## config.mk

```make
export PLATFORM = sky130hd
export DESIGN_NAME = peripheral_facade
export DESIGN_NICKNAME = d
export VERILOG_FILES = /design/src/rtl/bp_pkg.sv /design/src/rtl/sclk_tick_gen.sv /design/src/rtl/peripheral_facade.sv
export SDC_FILE = /design/constraint.sdc
export NUM_CORES = 1
export LEC_CHECK = 0
export CORE_MARGIN = 4
export CORE_UTILIZATION = 40
export CTS_BUF_LIST = sky130_fd_sc_hd__clkbuf_4
export DETAILED_ROUTE_END_ITERATION = 10
export SYNTH_ARGS = -nofsm -noshare
export SYNTH_HDL_FRONTEND = slang
export SYNTH_HIERARCHICAL = 1
export SYNTH_SLANG_ARGS = --single-unit
```

## constraint.sdc

```tcl
create_clock -name clock -period 1.79 [get_ports clock]
set_input_delay 0.537 -clock clock [delete_from_list [all_inputs] [get_ports clock]]
set_output_delay 0.537 -clock clock [all_outputs]
set_load 0.01 [all_outputs]
```

## src/rtl/bp_pkg.sv

```systemverilog
// Shared definitions for the Bus Pirate byte engine: pin positions on the
// bp_din/bp_dout buses and the transfer state encoding.
package bp_pkg;

  // Pin positions on the pin buses.
  localparam int PIN_MOSI = 0;
  localparam int PIN_SCLK = 1;
  localparam int PIN_CS   = 2;
  localparam int PIN_MISO = 3;

  // Bits per transfer; the bit index counts down from BYTE_MSB to 0.
  localparam logic [2:0] BYTE_MSB = 3'd7;

  // IDLE: no transfer, LOW: SCLK low half-period, HIGH: SCLK high half-period.
  typedef enum logic [1:0] {
    IDLE = 2'd0,
    LOW  = 2'd1,
    HIGH = 2'd2
  } bp_state_e;

endpackage

```

## src/rtl/sclk_tick_gen.sv

```systemverilog
// Half-period timer for SCLK. While i_run is high it counts system clocks
// and raises o_tick on the last cycle of each HALF_PERIOD window. The count
// is held at zero whenever i_run is low, so every transfer starts with a
// full-length first half-period.
module sclk_tick_gen #(
  parameter int HALF_PERIOD = 2
) (
  input  logic i_clk,
  input  logic i_reset,
  input  logic i_run,
  output logic o_tick
);

  localparam int CW = $clog2(HALF_PERIOD) + 1;
  localparam logic [CW-1:0] LAST = CW'(HALF_PERIOD - 1);

  logic [CW-1:0] r_cnt;

  // Count within the half-period window; wrap after the last cycle.
  always_ff @(posedge i_clk) begin
    if (i_reset || !i_run) begin
      r_cnt <= '0;
    end else if (r_cnt == LAST) begin
      r_cnt <= '0;
    end else begin
      r_cnt <= r_cnt + CW'(1);
    end
  end

  assign o_tick = i_run && (r_cnt == LAST);

endmodule

```

## src/rtl/peripheral_facade.sv

```systemverilog
// Byte-wide SPI mode-0 engine between the command dispatcher and the Bus
// Pirate pin buffers. A go pulse in IDLE starts one full-duplex 8-bit
// transfer, MSB first. The received byte appears on out_data together with
// a one-cycle data_ready strobe, in the same cycle that state drops.
//
// Handshake: go is a single-cycle request honoured only while the engine is
// idle (state=0, which includes the data_ready cycle); in_data is sampled on
// that accepted edge only. data_ready is a one-cycle valid strobe with no
// back-pressure: the consumer must take out_data in that cycle, although
// out_data itself holds until the next completion.
module peripheral_facade
  import bp_pkg::*;
#(
  parameter int BP_PINS     = 5,
  parameter int HALF_PERIOD = 2
) (
  input  logic               clock,
  input  logic               reset,
  input  logic [7:0]         in_data,
  output logic [7:0]         out_data,
  input  logic               go,
  output logic               state,
  output logic               data_ready,
  output logic [BP_PINS-1:0] bp_din,
  input  logic [BP_PINS-1:0] bp_dout
);

  // Registered state and datapath.
  bp_state_e  r_fsm;
  logic [7:0] r_tx;
  logic [7:0] r_rx;
  logic [2:0] r_bit_idx;
  logic       r_mosi;
  logic       r_sclk;
  logic       r_cs_n;
  logic       r_busy;
  logic [7:0] r_out;
  logic       r_dr;

  // Next-state values computed by the FSM.
  bp_state_e  w_nxt_fsm;
  logic [7:0] w_nxt_tx;
  logic [7:0] w_nxt_rx;
  logic [2:0] w_nxt_bit_idx;
  logic       w_nxt_mosi;
  logic       w_nxt_sclk;
  logic       w_nxt_cs_n;
  logic       w_nxt_busy;
  logic [7:0] w_nxt_out;
  logic       w_nxt_dr;

  logic       w_run;
  logic       w_tick;
  logic [2:0] w_idx_m1;
  logic       w_miso;
  logic       w_unused_pins;

  assign w_run    = (r_fsm != IDLE);
  assign w_idx_m1 = r_bit_idx - 3'd1;
  assign w_miso   = bp_dout[PIN_MISO];

  // Only MISO is read back; the remaining read-back pins are don't-care.
  assign w_unused_pins = ^bp_dout;

  sclk_tick_gen #(
    .HALF_PERIOD (HALF_PERIOD)
  ) u_tick (
    .i_clk   (clock),
    .i_reset (reset),
    .i_run   (w_run),
    .o_tick  (w_tick)
  );

  // FSM state register.
  always_ff @(posedge clock) begin
    if (reset) begin
      r_fsm <= IDLE;
    end else begin
      r_fsm <= w_nxt_fsm;
    end
  end

  // Next-state and next-output logic; every register holds unless changed.
  always_comb begin
    w_nxt_fsm     = r_fsm;
    w_nxt_tx      = r_tx;
    w_nxt_rx      = r_rx;
    w_nxt_bit_idx = r_bit_idx;
    w_nxt_mosi    = r_mosi;
    w_nxt_sclk    = r_sclk;
    w_nxt_cs_n    = r_cs_n;
    w_nxt_busy    = r_busy;
    w_nxt_out     = r_out;
    w_nxt_dr      = 1'b0;

    case (r_fsm)
      IDLE: begin
        if (go) begin
          w_nxt_tx      = in_data;
          w_nxt_rx      = '0;
          w_nxt_mosi    = in_data[7];
          w_nxt_sclk    = 1'b0;
          w_nxt_cs_n    = 1'b0;
          w_nxt_busy    = 1'b1;
          w_nxt_bit_idx = BYTE_MSB;
          w_nxt_fsm     = LOW;
        end
      end

      LOW: begin
        // Rising SCLK edge: sample MISO into the receive register LSB.
        if (w_tick) begin
          w_nxt_sclk = 1'b1;
          w_nxt_rx   = {r_rx[6:0], w_miso};
          w_nxt_fsm  = HIGH;
        end
      end

      HIGH: begin
        if (w_tick) begin
          w_nxt_sclk = 1'b0;
          if (r_bit_idx != 3'd0) begin
            // Falling SCLK edge: present the next lower bit on MOSI.
            w_nxt_mosi    = r_tx[w_idx_m1];
            w_nxt_bit_idx = w_idx_m1;
            w_nxt_fsm     = LOW;
          end else begin
            // Last bit done: release the bus and hand the byte over.
            w_nxt_cs_n = 1'b1;
            w_nxt_mosi = 1'b0;
            w_nxt_busy = 1'b0;
            w_nxt_out  = r_rx;
            w_nxt_dr   = 1'b1;
            w_nxt_fsm  = IDLE;
          end
        end
      end

      default: begin
        w_nxt_fsm = IDLE;
      end
    endcase
  end

  // Datapath and output registers.
  always_ff @(posedge clock) begin
    if (reset) begin
      r_tx      <= '0;
      r_rx      <= '0;
      r_bit_idx <= '0;
      r_mosi    <= 1'b0;
      r_sclk    <= 1'b0;
      r_cs_n    <= 1'b1;
      r_busy    <= 1'b0;
      r_out     <= '0;
      r_dr      <= 1'b0;
    end else begin
      r_tx      <= w_nxt_tx;
      r_rx      <= w_nxt_rx;
      r_bit_idx <= w_nxt_bit_idx;
      r_mosi    <= w_nxt_mosi;
      r_sclk    <= w_nxt_sclk;
      r_cs_n    <= w_nxt_cs_n;
      r_busy    <= w_nxt_busy;
      r_out     <= w_nxt_out;
      r_dr      <= w_nxt_dr;
    end
  end

  // Pin bus assembly from registers; unused upper pins drive 0.
  always_comb begin
    bp_din           = '0;
    bp_din[PIN_MOSI] = r_mosi;
    bp_din[PIN_SCLK] = r_sclk;
    bp_din[PIN_CS]   = r_cs_n;
  end

  assign out_data   = r_out;
  assign state      = r_busy;
  assign data_ready = r_dr;

endmodule

```

---- Word level (Yosys, flattened, before mapping) ----
Index checks and enable logic that the tools add are counted.
operators by class
  order comparisons ....................... 1
  reductions and logical operators ........ 19
  bitwise operators ....................... 3
  equality and inequality tests ........... 8
  multiplexer cells ....................... 30
  add/subtract/negate cells ............... 2
operators by type and width
  cell                                                                           number
  8-bit 2-to-1 mux                                                               2
  8-bit case mux with 2 select lines                                             1
  1-bit 2-to-1 mux                                                               14
  3-bit AND reduction                                                            4
  4-bit AND reduction                                                            3
  3-bit 2-to-1 mux                                                               3
  2-bit 2-to-1 mux                                                               3
  2-bit inequality test (second input constant)                                  3
  1-bit case mux with 2 select lines                                             3
  2-bit case mux with 3 select lines                                             1
  3-bit case mux with 2 select lines                                             1
  2-bit nonzero test                                                             3
  3-bit nonzero test                                                             2
  2-bit by 1-bit == test with 1-bit output (second input constant)               2
  3-bit by 4-bit less-than comparator with 1-bit output (second input constant)  1
  2-bit by 1-bit inequality test with 1-bit output (second input constant)       2
  1-bit binary-select mux with 3-bit select                                      1
  1-bit inverter                                                                 3
  1-bit case mux with 3 select lines                                             1
  3-bit OR reduction                                                             1
  3-bit by 1-bit subtractor with 3-bit output (second input constant)            1
  2-bit by 1-bit adder with 2-bit output (second input constant)                 1
  2-bit == test (second input constant)                                          1
  2-bit zero test                                                                1
  other kinds (5)                                                                5
word-level totals
  input bits .............................. 16
  logic and storage cells ................. 74
  bits in registers ....................... 36

---- Depth between registers and ports, before layout ----
Gate-level depths: netlist of run 1.
  depth in word-level cells ............... 6
  mapped depth ............................ 9

---- Cells and area by module ----
The synthesis of run 1 kept the hierarchy.
by module, submodules not included
  module             seq. area each (um2)  area each (um2)  instances  cells each
  peripheral_facade  680.7                 1531.5           1          162
  sclk_tick_gen      40.0                  93.8             1          7

---- Least setup slack after synthesis of run 1 ----
Ideal clock, no wire load.
  kind .................................... flip-flop to flip-flop
  start ................................... register r_fsm[1]
  end ..................................... register r_out[7], in the netlist out_data[7]
  arrival ................................. 1.518 ns
  setup time .............................. 0.128 ns
  required time ........................... 1.662 ns
  path slack .............................. 0.145 ns
  cell stages (with the launch flop) ...... 9
  cells stage by stage .................... dfxtp_1 or2_1 buf_6 and2_2 nand2_2 nor3b_1 buf_4 mux2i_1 nor2_1
on the way
  word-level cells in the longest chain between the ends .. 3
  elaborated cells between the ends (all ways) .. 4
  those cells by class .................... eq/ne (1); reduce/logical (3)
ends and longest elaborated chain
  what                           line                      text
  start: declaration             peripheral_facade.sv:29   bp_state_e r_fsm;
  start signal: assignment       peripheral_facade.sv:79   r_fsm <= w_nxt_fsm;
  2-bit nonzero test             peripheral_facade.sv:58   assign w_run = (r_fsm != IDLE);
  named net w_run                peripheral_facade.sv:52   logic w_run;
  1-bit logical AND              sclk_tick_gen.sv:30       assign o_tick = i_run && (r_cnt == LAST);
  named net w_tick               peripheral_facade.sv:53   logic w_tick;
  3-bit AND reduction (no line)  n/a
  end signal: assignment         peripheral_facade.sv:165  r_out <= w_nxt_out;
  end: declaration               peripheral_facade.sv:37   logic [7:0] r_out;
The timed path passes the listed nets, and every way through them passes these cells.
A chain may end at the register's enable or synchronous reset.

---- Worst setup path in the final report of run 1 ----
  start ................................... register u_tick.r_cnt[0]
  end ..................................... register r_out[6], in the netlist out_data[6]
on the way
  word-level cells in the longest chain between the ends .. 3
ends and longest elaborated chain
  what                                      line                     text
  start: declaration                        sclk_tick_gen.sv:17      logic [CW-1:0] r_cnt;
  start signal: assignment                  sclk_tick_gen.sv:26      r_cnt <= r_cnt + CW'(1);
  2-bit by 1-bit == test with 1-bit output  sclk_tick_gen.sv:30
  1-bit logical AND                         sclk_tick_gen.sv:30
  named net w_tick                          peripheral_facade.sv:53
  3-bit AND reduction (no line)             n/a
The timed path passes the listed nets, and every way through them passes these cells.

==> results.json, run 1 <==
{
  "drive_gt1_frac": 0.1429,
  "boundaryPins": 31,
  "synthDistinctLibCells": 38,
  "path_class": "reg -> reg",
  "placed_area_mm2": 0.001909,
  "core-area_mm2": 0.003799,
  "syn_inst": 169,
  "drv_cap": 0,
  "timing.fmax_mhz": 601.9,
  "yosysSeqAreaShare": 0.4434,
  "cp-start-kind": "flip-flop",
  "wl_per_cell_um": 12.94,
  "die_h_um": 71.75,
  "status": "finished clean",
  "cts_max_level": 2,
  "place_hpwl_mm": 2.195,
  "grt_busiest_layer": "met2",
  "grt_overflow_total": 0,
  "clk_pin_slew_ns": 0.10,
  "diodes": 0,
  "totalWireLength_mm": 3.157,
  "critPathArrivalTime_ns": 1.90,
  "fin_cells": 244,
  "gr-usage-met3": 0.05891,
  "num_vias": 1211,
  "place_inst": 235,
  "cts_tree": "built",
  "cts_buffers": 5,
  "post-cts-setup-buffers": 0,
  "worst-path-buf-inv": 1,
  "clock_path_buffers": 2,
  "ir_drop_mv": 0.3545,
  "period_share": 0.9282,
  "crit_fanout": 6,
  "vias_per_cell": 4.963,
  "ant_nets": 0,
  "drtIter0Drc": 67,
  "ys_ff_latch": 36,
  "grt_usage": 0.1308,
  "report.final.slew_viol_count": 0,
  "p_leak_nw": 0.9666,
  "crit_required_ns": 2.03,
  "area_growth_pct": 23.63,
  "hold_class": "reg -> reg",
  "grt_pass1_vias": 1220,
  "critPathMaxStageDelay_ns": 0.36,
  "cts.sinks": 36,
  "cp_top_family": "simple AND/OR/NAND/NOR gates",
  "design_area_mm2": 0.002009,
  "utilization": 0.5290,
  "grtUsageMet1": 0.1513,
  "die_x_um": 71.75,
  "place_congestion": 0.7812,
  "die_area_mm2": 0.005147,
  "grt.met2_usage": 0.2173,
  "port_buffers": 24,
  "fin_nets": 214,
  "end_kind": "flip-flop",
  "root_buffer": "clkbuf_4",
  "crit_path_top_delay_cell": "dfxtp_1",
  "cellPowerDensity_mw_per_mm2": 747.6,
  "drc": 0,
  "dr.pass1.iters": 4,
  "path_cells": "ha_1 -> and2_4 -> nand2_2 -> nor3b_2 -> buf_2 -> mux2i_1 -> nor2_1",
  "yosys_warnings": 6,
  "syn_area_mm2": 0.001625,
  "finClkSkew_ns": 0.005251,
  "clock_latency_ns": 0.34,
  "grt_max_degree": 37,
  "avgSynthCellArea_um2": 9.617,
  "grt_first_pass_wirelength_mm": 5.306,
  "finalSetupViolations": 0,
  "antenna_found_initial": 0,
  "start_util": 0.4279,
  "r2r_slack_ns": 0.13,
  "placementRows": 22,
  "finalHoldViolCount": 0,
  "fin_crit_ns": 1.661
}
## layer usage
metal / routed length (µm) / vias to the layer above / share of wire
li1: - / 628 / -
met1: 1534 / 559 / 0.49
met2: 1439 / 20 / 0.46
met3: 155 / 4 / 0.049
met4: 27 / 0 / 0.0086
met5: 0 / - / 0
## synth_stat cells (all sizes together)
master,count,area share
ha,3,0.023
nand3,2,0.0062
mux2i,20,0.12
a2bb2oi,1,0.0054
nor4b,2,0.018
a221oi,2,0.011
o21a,1,0.0046
mux4,1,0.014
xor2,1,0.0054
a31oi,1,0.0039
nand4b,9,0.049
a21o,1,0.0046
conb,1,0.0023
o311ai,1,0.0054
nor2b,4,0.017
or3,1,0.0039
nor3b,1,0.0046
a211oi,1,0.0046
nor2,20,0.056
and2,2,0.0085
o21ai,4,0.015
a21oi,14,0.043
inv,7,0.016
nand2b,1,0.0039
buf,10,0.048
nor3,1,0.0062
or2,3,0.012
nand2,12,0.029
clkbuf,6,0.014
dfxtp,36,0.44
## metrics by stage
step	total power, mW	setup TNS [ns]	hold slack [ns]	worst slack (ns)
floorplan	1.026	0	0.4190	0.1449
finish	1.502	0	0.4471	0.1286
detailed placement	1.095	-1.275	0.4377	-0.1154
CTS	1.525	0	0.4505	0.0002367
global placement	1.088	-1.055	0.4288	-0.09045
global route	1.587	-0.01019	0.4671	-0.01019
## cell type report
cell class                      count  area [µm²]
Tap cell                           48       60.06
Clock inverter                      1       3.754
Multi-Input combinational cell    111       788.3
Fill cell                         370        1789
Clock buffer                        7       52.55
Sequential cell                    36       720.7
Inverter                            7       26.28
Timing Repair Buffer               34       357.8
## worst reg2reg max path, stage by stage (launching register included)
cell and delay [ns]:
dfxtp_1 0.36, ha_1 0.23, and2_4 0.21, nand2_2 0.10, nor3b_2 0.19, buf_2 0.21
mux2i_1 0.21, nor2_1 0.06
## cell families (layout without fill, tap and decap cells)
kind of cell / Yosys count / after routing / share of synthesized area
xor gates and xnor gates: 1 / 1 / 0.005390
and+or+nand+nor: 58 / 58 / 0.2140
muxes: 21 / 21 / 0.1370
DFF: 36 / 36 / 0.4434
other: 1 / 2 / 0.002307
AOI/OAI and AO/OA: 26 / 26 / 0.09701
adders and majority gates: 3 / 3 / 0.02310
buffers and inverters: 23 / 49 / 0.07775
## report_power, final
part / leakage (nW) / total [mW] / switching, mW / internal (mW)
Sequential: 0.293 / 0.846 / 0.0167 / 0.829
Combinational: 0.639 / 0.227 / 0.112 / 0.115
Clock: 0.0338 / 0.430 / 0.248 / 0.181
## cell usage in the layout (no fill, tap or decap), types with 2 or more instances in the layout
cell	instances
nand3_1	2
conb_1	2
or2_1	2
ha_1	3
nor4b_2	2
nor2_1	19
mux2i_1	20
dlymetal6s2s_1	13
inv_1	7
a21oi_1	14
a221oi_1	2
buf_4	8
nand4b_1	9
clkbuf_4	7
nor2b_1	3
nand2_1	11
o21ai_0	3
dfxtp_1	36
clkdlybuf4s50_1	11
## final timing paths
check,start,end,cells past startpoint
setup / recovery,u_tick/r_cnt[0]$_SDFF_PP0_,out_data[6]$_SDFFE_PP0P_,7
hold / removal,u_tick/r_cnt[0]$_SDFF_PP0_,u_tick/r_cnt[0]$_SDFF_PP0_,1
setup reg to reg,u_tick/r_cnt[0]$_SDFF_PP0_,out_data[6]$_SDFFE_PP0P_,7
hold reg to reg,u_tick/r_cnt[0]$_SDFF_PP0_,u_tick/r_cnt[0]$_SDFF_PP0_,1
## registers in the layout, indices dropped and copies added (netlist names)
register	cells
r_tx	8
out_data	8
u_tick/r_cnt	2
r_sclk	1
r_fsm	2
state	1
r_cs_n	1
data_ready	1
r_rx	8
r_mosi	1
r_bit_idx	3
## what timing repair did
action                                  4_1_cts  5_1_grt
hold buffers                                  0        0
gates resized for setup                       0       17
endpoints found under the setup margin        0       22
Note: power is estimated with default switching activity, not from simulation.
==> inputs of run 2 (changes only) <==
- GPL_TIMING_DRIVEN: default -> 1
==> results of run 2 <==
Final layout, timing and power as in run 1 (identical DEF).
